--- src/rtl/msg_word_packer.sv ---
// Byte-stream to 32-bit word packer with a small word FIFO and paced single-cycle word strobes.
// Optional error counter output enabled by defining PACKER_ERR_CNT_EN.
module msg_word_packer #(
    parameter int unsigned MST_DWIDTH = 32,
    parameter int unsigned SYS_DWIDTH = 8,
    parameter int unsigned FIFO_DEPTH = 4,
    parameter int unsigned GAP_CYCLES = 16
) (
    input  logic                  clk_mst,
    input  logic                  rst_n,
    input  logic [SYS_DWIDTH-1:0] byte_i,
    input  logic                  byte_valid_i,
    output logic                  byte_ready_o,
    input  logic                  sop_i,
    input  logic                  eop_i,
    output logic [MST_DWIDTH-1:0] data_o,
    output logic                  valid_o,
    output logic [1:0]            select_o,
    output logic                  busy_o,
`ifdef PACKER_ERR_CNT_EN
    output logic [7:0]            err_cnt_o,
`endif
    output logic                  err_o
);

    localparam int unsigned NumLanes = MST_DWIDTH / SYS_DWIDTH;
    localparam int unsigned LaneW    = $clog2(NumLanes);
    localparam int unsigned AddrW    = $clog2(FIFO_DEPTH);
    localparam int unsigned PtrW     = AddrW + 1;
    localparam int unsigned GapW     = $clog2(GAP_CYCLES + 1);
    localparam int unsigned EntryW   = MST_DWIDTH + 2;

    typedef enum logic [1:0] {InIdle, InCollect, InDiscard} in_state_e;
    typedef enum logic {OutIdle, OutGap} out_state_e;

    in_state_e             in_state_q, in_state_d;
    logic [1:0]            sel_q, sel_d;
    logic [MST_DWIDTH-1:0] word_q, word_d;
    logic [LaneW-1:0]      idx_q, idx_d;
    logic                  err_q, err_d;
    logic                  ready_q;

    out_state_e            out_state_q, out_state_d;
    logic [GapW-1:0]       gap_q, gap_d;
    logic [MST_DWIDTH-1:0] data_q, data_d;
    logic [1:0]            sel_out_q, sel_out_d;
    logic                  valid_q, valid_d;

    logic [EntryW-1:0]     mem_q [FIFO_DEPTH];
    logic [PtrW-1:0]       wr_ptr_q, wr_ptr_d, rd_ptr_q, rd_ptr_d;
    logic                  empty, full_d;

    logic                  accept, take_hdr, push, pop;
    logic [MST_DWIDTH-1:0] push_word;
    logic [EntryW-1:0]     head;

    assign accept = byte_valid_i && ready_q;

    // Input side: header decode and LSB-first lane packing.
    always_comb begin
        in_state_d = in_state_q;
        sel_d      = sel_q;
        word_d     = word_q;
        idx_d      = idx_q;
        err_d      = 1'b0;
        push       = 1'b0;
        take_hdr   = 1'b0;
        push_word  = word_q | (MST_DWIDTH'(byte_i) << (SYS_DWIDTH * 32'(idx_q)));
        unique case (in_state_q)
            InIdle: begin
                if (accept) begin
                    if (sop_i) take_hdr = 1'b1;
                    else       err_d    = 1'b1;
                end
            end
            InCollect: begin
                if (accept) begin
                    if (sop_i) begin
                        err_d    = 1'b1;
                        take_hdr = 1'b1;
                    end else begin
                        word_d = push_word;
                        idx_d  = idx_q + LaneW'(1);
                        if (idx_q == LaneW'(NumLanes - 1) || eop_i) begin
                            push   = 1'b1;
                            idx_d  = '0;
                            word_d = '0;
                        end
                        if (eop_i) in_state_d = InIdle;
                    end
                end
            end
            InDiscard: begin
                if (accept && eop_i) in_state_d = InIdle;
            end
            default: in_state_d = InIdle;
        endcase

        if (take_hdr) begin
            word_d = '0;
            idx_d  = '0;
            if (byte_i[1:0] == 2'd3) begin
                err_d      = 1'b1;
                in_state_d = eop_i ? InIdle : InDiscard;
            end else if (eop_i) begin
                in_state_d = InIdle;
            end else begin
                sel_d      = byte_i[1:0];
                in_state_d = InCollect;
            end
        end
    end

    // FIFO pointers carry one extra wrap bit so full and empty are distinguishable.
    assign empty    = (wr_ptr_q == rd_ptr_q);
    assign head     = mem_q[rd_ptr_q[AddrW-1:0]];
    assign wr_ptr_d = push ? wr_ptr_q + PtrW'(1) : wr_ptr_q;
    assign rd_ptr_d = pop  ? rd_ptr_q + PtrW'(1) : rd_ptr_q;
    assign full_d   = (wr_ptr_d[PtrW-1] != rd_ptr_d[PtrW-1]) &&
                      (wr_ptr_d[AddrW-1:0] == rd_ptr_d[AddrW-1:0]);

    always_ff @(posedge clk_mst) begin
        if (push) mem_q[wr_ptr_q[AddrW-1:0]] <= {sel_q, push_word};
    end

    // Output side: one pop per strobe, then hold off for GAP_CYCLES cycles.
    always_comb begin
        out_state_d = out_state_q;
        gap_d       = gap_q;
        data_d      = data_q;
        sel_out_d   = sel_out_q;
        valid_d     = 1'b0;
        pop         = 1'b0;
        unique case (out_state_q)
            OutIdle: begin
                if (!empty) begin
                    pop         = 1'b1;
                    valid_d     = 1'b1;
                    data_d      = head[MST_DWIDTH-1:0];
                    sel_out_d   = head[EntryW-1 -: 2];
                    gap_d       = GapW'(GAP_CYCLES);
                    out_state_d = OutGap;
                end
            end
            OutGap: begin
                if (gap_q <= GapW'(1)) begin
                    gap_d       = '0;
                    out_state_d = OutIdle;
                end else begin
                    gap_d = gap_q - GapW'(1);
                end
            end
            default: out_state_d = OutIdle;
        endcase
    end

    always_ff @(posedge clk_mst) begin
        if (!rst_n) begin
            in_state_q  <= InIdle;
            sel_q       <= '0;
            word_q      <= '0;
            idx_q       <= '0;
            err_q       <= 1'b0;
            ready_q     <= 1'b0;
            wr_ptr_q    <= '0;
            rd_ptr_q    <= '0;
            out_state_q <= OutIdle;
            gap_q       <= '0;
            data_q      <= '0;
            sel_out_q   <= '0;
            valid_q     <= 1'b0;
        end else begin
            in_state_q  <= in_state_d;
            sel_q       <= sel_d;
            word_q      <= word_d;
            idx_q       <= idx_d;
            err_q       <= err_d;
            ready_q     <= !full_d;
            wr_ptr_q    <= wr_ptr_d;
            rd_ptr_q    <= rd_ptr_d;
            out_state_q <= out_state_d;
            gap_q       <= gap_d;
            data_q      <= data_d;
            sel_out_q   <= sel_out_d;
            valid_q     <= valid_d;
        end
    end

`ifdef PACKER_ERR_CNT_EN
    logic [7:0] err_cnt_q;

    always_ff @(posedge clk_mst) begin
        if (!rst_n) begin
            err_cnt_q <= '0;
        end else if (err_d && err_cnt_q != 8'hFF) begin
            err_cnt_q <= err_cnt_q + 8'd1;
        end
    end

    assign err_cnt_o = err_cnt_q;
`endif

    assign byte_ready_o = ready_q;
    assign data_o       = data_q;
    assign valid_o      = valid_q;
    assign select_o     = sel_out_q;
    assign err_o        = err_q;
    assign busy_o       = !empty || (in_state_q == InCollect) || (out_state_q == OutGap);

endmodule

--- config.mk ---
export PLATFORM = sky130hd
export DESIGN_NAME = msg_word_packer
export DESIGN_NICKNAME = d
export VERILOG_FILES = /design/src/rtl/msg_word_packer.sv
export SDC_FILE = /design/constraint.sdc
export NUM_CORES = 1
export LEC_CHECK = 0
export CAP_MARGIN = 40
export CORE_UTILIZATION = 60
export DETAILED_ROUTE_END_ITERATION = 10
export PLACE_DENSITY = 0.85
export SLEW_MARGIN = 15
export SYNTH_ARGS = -nofsm -noshare
export SYNTH_HDL_FRONTEND = slang
export SYNTH_SLANG_ARGS = --single-unit
--- constraint.sdc ---
create_clock -name clk_mst -period 5.8 [get_ports clk_mst]
set_input_delay 1.16 -clock clk_mst [delete_from_list [all_inputs] [get_ports clk_mst]]
set_output_delay 1.16 -clock clk_mst [all_outputs]
set_load 0.02 [all_outputs]
# [Word level (Yosys, flattened, before mapping)]
# Memories as Yosys holds them, arrays and structs flattened. A register that Yosys moved wholly into a read port is not among the register bits.
# Index checks and enable logic that the tools add are counted.
[totals] regBits=53 ramBits=136 in_bits=13 word_cells=88 n_memories=1
[memory_table] memory="mem_q" words=4 width=34 read_ports=1 rd_clocked_by_memory_dff=1 write_ports=1 line_no="49" source="logic [EntryW-1:0] mem_q [FIFO_DEPTH];"
[op_classes] n_addsub=4 order_cmp=1 eq_ne=13 n_shift=1 mux=34 bitwise_logic=7 reduce_logical=16
[ops] cell="2-to-1 mux 32 bit" count=1
[ops] cell="bitwise OR 32 bit" count=1
[ops] cell="left shift 8 x 5 -> 32 bit" count=1
[ops] cell="2-to-1 mux 1 bit" count=17
[ops] cell="2-to-1 mux 2 bit" count=8
[ops] cell="!= test 3 bit (second input constant)" count=4
[ops] cell="2-to-1 mux 5 bit" count=2
[ops] cell="case mux 5 bit (2 select lines)" count=1
[ops] cell="adder 3 x 1 -> 3 bit (second input constant)" count=2
[ops] cell="== test 2 bit (second input constant)" count=3
[ops] cell="2-to-1 mux 3 bit" count=2
[ops] cell="NOT 1 bit" count=6
[ops] cell="case mux 2 bit (3 select lines)" count=1
[ops] cell="AND reduction 3 bit" count=2
[ops] cell="less-or-equal comparator 5 x 1 -> 1 bit (second input constant)" count=1
[ops] cell="AND reduction 5 bit" count=1
[ops] cell="subtractor 5 x 1 -> 5 bit (second input constant)" count=1
[ops] cell="!= test 2 bit (second input constant)" count=2
[ops] cell="case mux 1 bit (2 select lines)" count=2
[ops] cell="OR reduction 2 bit" count=2
[ops] cell="== test 3 bit" count=1
[ops] cell="logical AND 1 bit" count=3
[ops] cell="logical NOT 1 bit" count=3
[ops] cell="logical OR 1 bit" count=3
[ops] cell="other kinds (6)" count=6

# [Logic depth before layout (Yosys ltp)]
[logic_depth] ltp_word=10 mapped_depth=8 ltp_nobuf=6

# [Least setup slack after synthesis]
# Ideal clock, no wire load.
[synth_timing] path_type="input to register" startpoint="input sop_i" endpoint="memory mem_q[3][0] (netlist name), enable pin" setup_ns=0.389 arrival_time_ns=2.448 setup_slack_ns=2.964 cell_stages=4 n_path_buf=1 cell_sequence="buf_2 > nor3_4 > nand2_4 > inv_1"
[synth_via] elab_chain_len=5
[synth_lines] item="from (decl)" line_no="14" source="input logic sop_i,"
[synth_lines] item="2-to-1 mux 1 bit" line_no="78" source="if (sop_i) begin"
[synth_lines] item="2-to-1 mux 1 bit" line_no="77" source="if (accept) begin"
[synth_lines] item="2-to-1 mux 1 bit" line_no="69" source="unique case (in_state_q)"
[synth_lines] item="2-to-1 mux 1 bit" line_no="123" source="if (push) mem_q[wr_ptr_q[AddrW-1:0]] <= {sel_q, push_word};"
[synth_lines] item="2-to-1 mux 1 bit (implied by the code)" line_no="123"
[synth_lines] item="to (decl)" line_no="49"
# No other way between the ends.

# [Worst setup path after layout]
[layout_timing] startpoint="register rd_ptr_q[1]" endpoint="output busy_o"
[layout_via] elab_chain_len=4
[layout_lines] item="from (decl)" line_no="50" source="logic [PtrW-1:0] wr_ptr_q, wr_ptr_d, rd_ptr_q, rd_ptr_d;"
[layout_lines] item="from (signal assigned)" line_no="180" source="rd_ptr_q <= rd_ptr_d;"
[layout_lines] item="== test 3 bit" line_no="115" source="assign empty = (wr_ptr_q == rd_ptr_q);"
[layout_lines] item="logical NOT 1 bit" line_no="208" source="assign busy_o = !empty || (in_state_q == InCollect) || (out_state_q == OutGap);"
[layout_lines] item="logical OR 1 bit (2 in a row)" line_no="208"
[layout_lines] item="to (decl)" line_no="19" source="output logic busy_o,"
# No other way between the ends.

==> metrics.md <==
| Metric | Value |
|---|---|
| Status | finished with violations |
| Failing checks | design-rule violations |
| DPL Wire Length | 10.67 mm |
| Top cell type by total area after synthesis | edfxtp_1 |
| FFs w/ async S/R, synth | 0% |
| Top FF cell, synth | edfxtp_1 |
| Vias in the first global route | 5168 |
| Post-synth EDFFs | 136 |
| Slew Viols, Final | 0 |
| Ranking of synthesized cells by area | edfxtp_1 (48%), dfxtp_1 (21%), mux4_2 (9.0%) |
| Max-Cap Viols | 0 |
| Clock sinks | 223 |
| Met1 Track Usage GR | 32.74% |
| Unrepaired setup endpoints after global routing | no |
| Filler Cells Inserted | 832 |
| GR peak layer | met2 |
| Clock Pin Slew Worst Setup and Hold Paths | 60 ps |
| Post-CTS sizing | 0 |
| DRC Markers | 1 |
| Antenna-violating nets left | 0 |
| F_max | 263.9 MHz |
| Clk_skew | 10.29 ps |
| Initial core utilization | 61.29% |
| Total CTS buffers | 22 |
| Drt total wl | 17.58 mm |
| Largest net degree at the start of global routing | 43 |
| Vias per cell | 5.999 |
| # Post-CTS Setup Buffers | 0 |
| Gate Count Post-Synth | 601 |
| Setup crit end kind | output port |
| Worst-Skew Late Latency | 500 ps |
| CP Max Fanout | 39 |
| Sequential Area | 5827 sq um |
| Full die area | 14600 sq um |
| Synth top area share | 48.19% |
| Sequential area share after synthesis | 68.74% |
| #FFs+latches synth | 223 |
| Period utilization | 65.33% |
| Num rows | 43 |
| 1st-pass router iterations | 8 |
| Startpoint Class | flip-flop |
| Share of cells above drive strength 1 | 13.98% |
| YS warnings | 0 |
| Multi-input gate area | 2476 sq um |
| Mean post-synth cell area | 14.10 sq um |
| M2 GR Usage | 43.82% |
| Total number of vias | 5069 |
| Global Route Usage Sum | 25.09% |
| Netlist cell types | 44 |
| Final hold vios | 0 |
| H-tree depth | 1 |
| Core Area | 13830 sq um |
| Root Buffer | clkbuf_16 |
| Crit Path Category | reg2out |
| Power Density | 333.8 nW/um^2 |
| Worst-margin pin slew | 818.3 ps |
| Die X | 120.8 microns |
| Ports | 51 |
| LEAKAGE | 3.489 nW |
| Final Wtd Congestion | 0.7751 |
| WP data arrival | 2630 ps |
| DRT iter0 DRCs | 368 |
| Met3 usage | 3.302% |
| Slew HR | 45.34% |
| Initial antenna violation count | 0 |
| # hold bufs at CTS | 0 |
| GRT Residual Overflow | 0 |
| Worst min path class | reg2reg |
| Setup_tns | 0 ps |
| Syn Std Cell Area | 8474 sq um |
| First-pass GRT wire length | 27.50 mm |
| Inserted Diodes | 0 |
| Syn nets | 622 |
| Peak VDD IR | 201.0 uV |
| Nets | 670 |
| Minimum clock period | 3789 ps |
| Area grow syn2layout | 16.33% |
| CTS max path bufs | 3 |
| Post-synth top cells | edfxtp_1 (136), dfxtp_1 (87), nand2_1 (74) |
| WP data required | 4640 ps |
| Most frequent cell after synthesis | edfxtp_1 |
| Final Setup Violations | 0 |
| Avg WL per Cell | 20.80 microns |
| IO buf count | 50 |
| TritonCTS clock tree | done |
| Die Ht | 120.8 microns |
| Core Util, Final | 71.30% |
[path summary, 6_finish.rpt]
check | from | endpoint | slack, ps | cells past startpoint
min reg2reg | data_o[4] | data_o[4] | 450 | 2
min | data_o[4] | data_o[4] | 450 | 2
max reg2reg | rd_ptr_q[1] | byte_ready_o | 3260 | 7
max | rd_ptr_q[1] | busy_o | 2010 | 6
[registers in the layout, summed over array words and instances (netlist names), 2 cells and up]
| name | cells |
|---|---|
| mem_q | 136 |
| data_o | 32 |
| word_q | 32 |
| gap_q | 5 |
| rd_ptr_q | 3 |
| wr_ptr_q | 3 |
| idx_q | 2 |
| in_state_q | 2 |
| sel_q | 2 |
| select_o | 2 |
[where the power goes]
group	internal (W)	switching, W	leakage, nW
combinational	0.000120	0.000152	1.21
sequential	0.00170	0.0000184	1.95
clock	0.000743	0.000560	0.326
[logic make-up after synthesis]
| logic type | share of synthesized area (%) |
|---|---|
| simple gates | 8.180 |
| mux | 9.390 |
| flops | 68.74 |
| xor+xnor | 1.506 |
| compound gates | 8.859 |
| buf+inv | 2.141 |
| fa+ha+maj | 1.181 |
[layout make-up]
cell class	instances	share of cell area [%]
well taps	180	2.285
inverters	7	0.2665
repair buffers	61	6.448
flip-flops and latches	223	59.11
multi-input cells	334	25.12
clock inverters	7	0.4696
clock buffers	33	6.308
[stage by stage]
stage,cells,power (W),setup slack (ps),instance area [sq um],hold slack (ps)
floorplan,601,0.001922,2964,8474,438.6
global placement,801,0.002011,2331,9107,443.3
detailed placement,804,0.002021,2391,9183,446.9
CTS,844,0.003309,1983,9851,455.1
global route,845,0.003395,1849,9858,469.9
finish,845,0.003291,2011,9858,454.4
[metal layers]
| layer | vias up | wire length, microns |
|---|---|---|
| li1 | 2297 | - |
| met1 | 2517 | 6711 |
| met2 | 225 | 9360 |
| met3 | 30 | 1164 |
| met4 | 0 | 342 |
| met5 | - | 0 |
[worst max-delay path, stage by stage, from the launching register on]
cell and delay (ps):
dfxtp_1 300, buf_4 460, xnor2_1 240, nand3_1 180, nor2_1 270, o21ai_0 130
clkdlybuf4s50_1 550
[layout by cell type (no fill, tap or decap), drive strengths merged, types with 2 or more instances in the layout]
cell,Yosys,layout
a21o,32,32
a21oi,73,73
a31oi,4,4
and2,5,5
buf,18,11
clkbuf,19,33
clkdlybuf4s50,0,50
clkinv,0,7
dfxtp,87,87
edfxtp,136,136
ha,8,8
inv,7,7
mux2i,3,3
mux4,34,34
nand2,75,75
nand3,6,6
nor2,55,55
nor2b,2,2
nor3,4,4
nor3b,2,2
o21ai,3,3
o221a,3,3
xnor2,7,7
xor2,4,4
(Power assumes the default switching activity.)
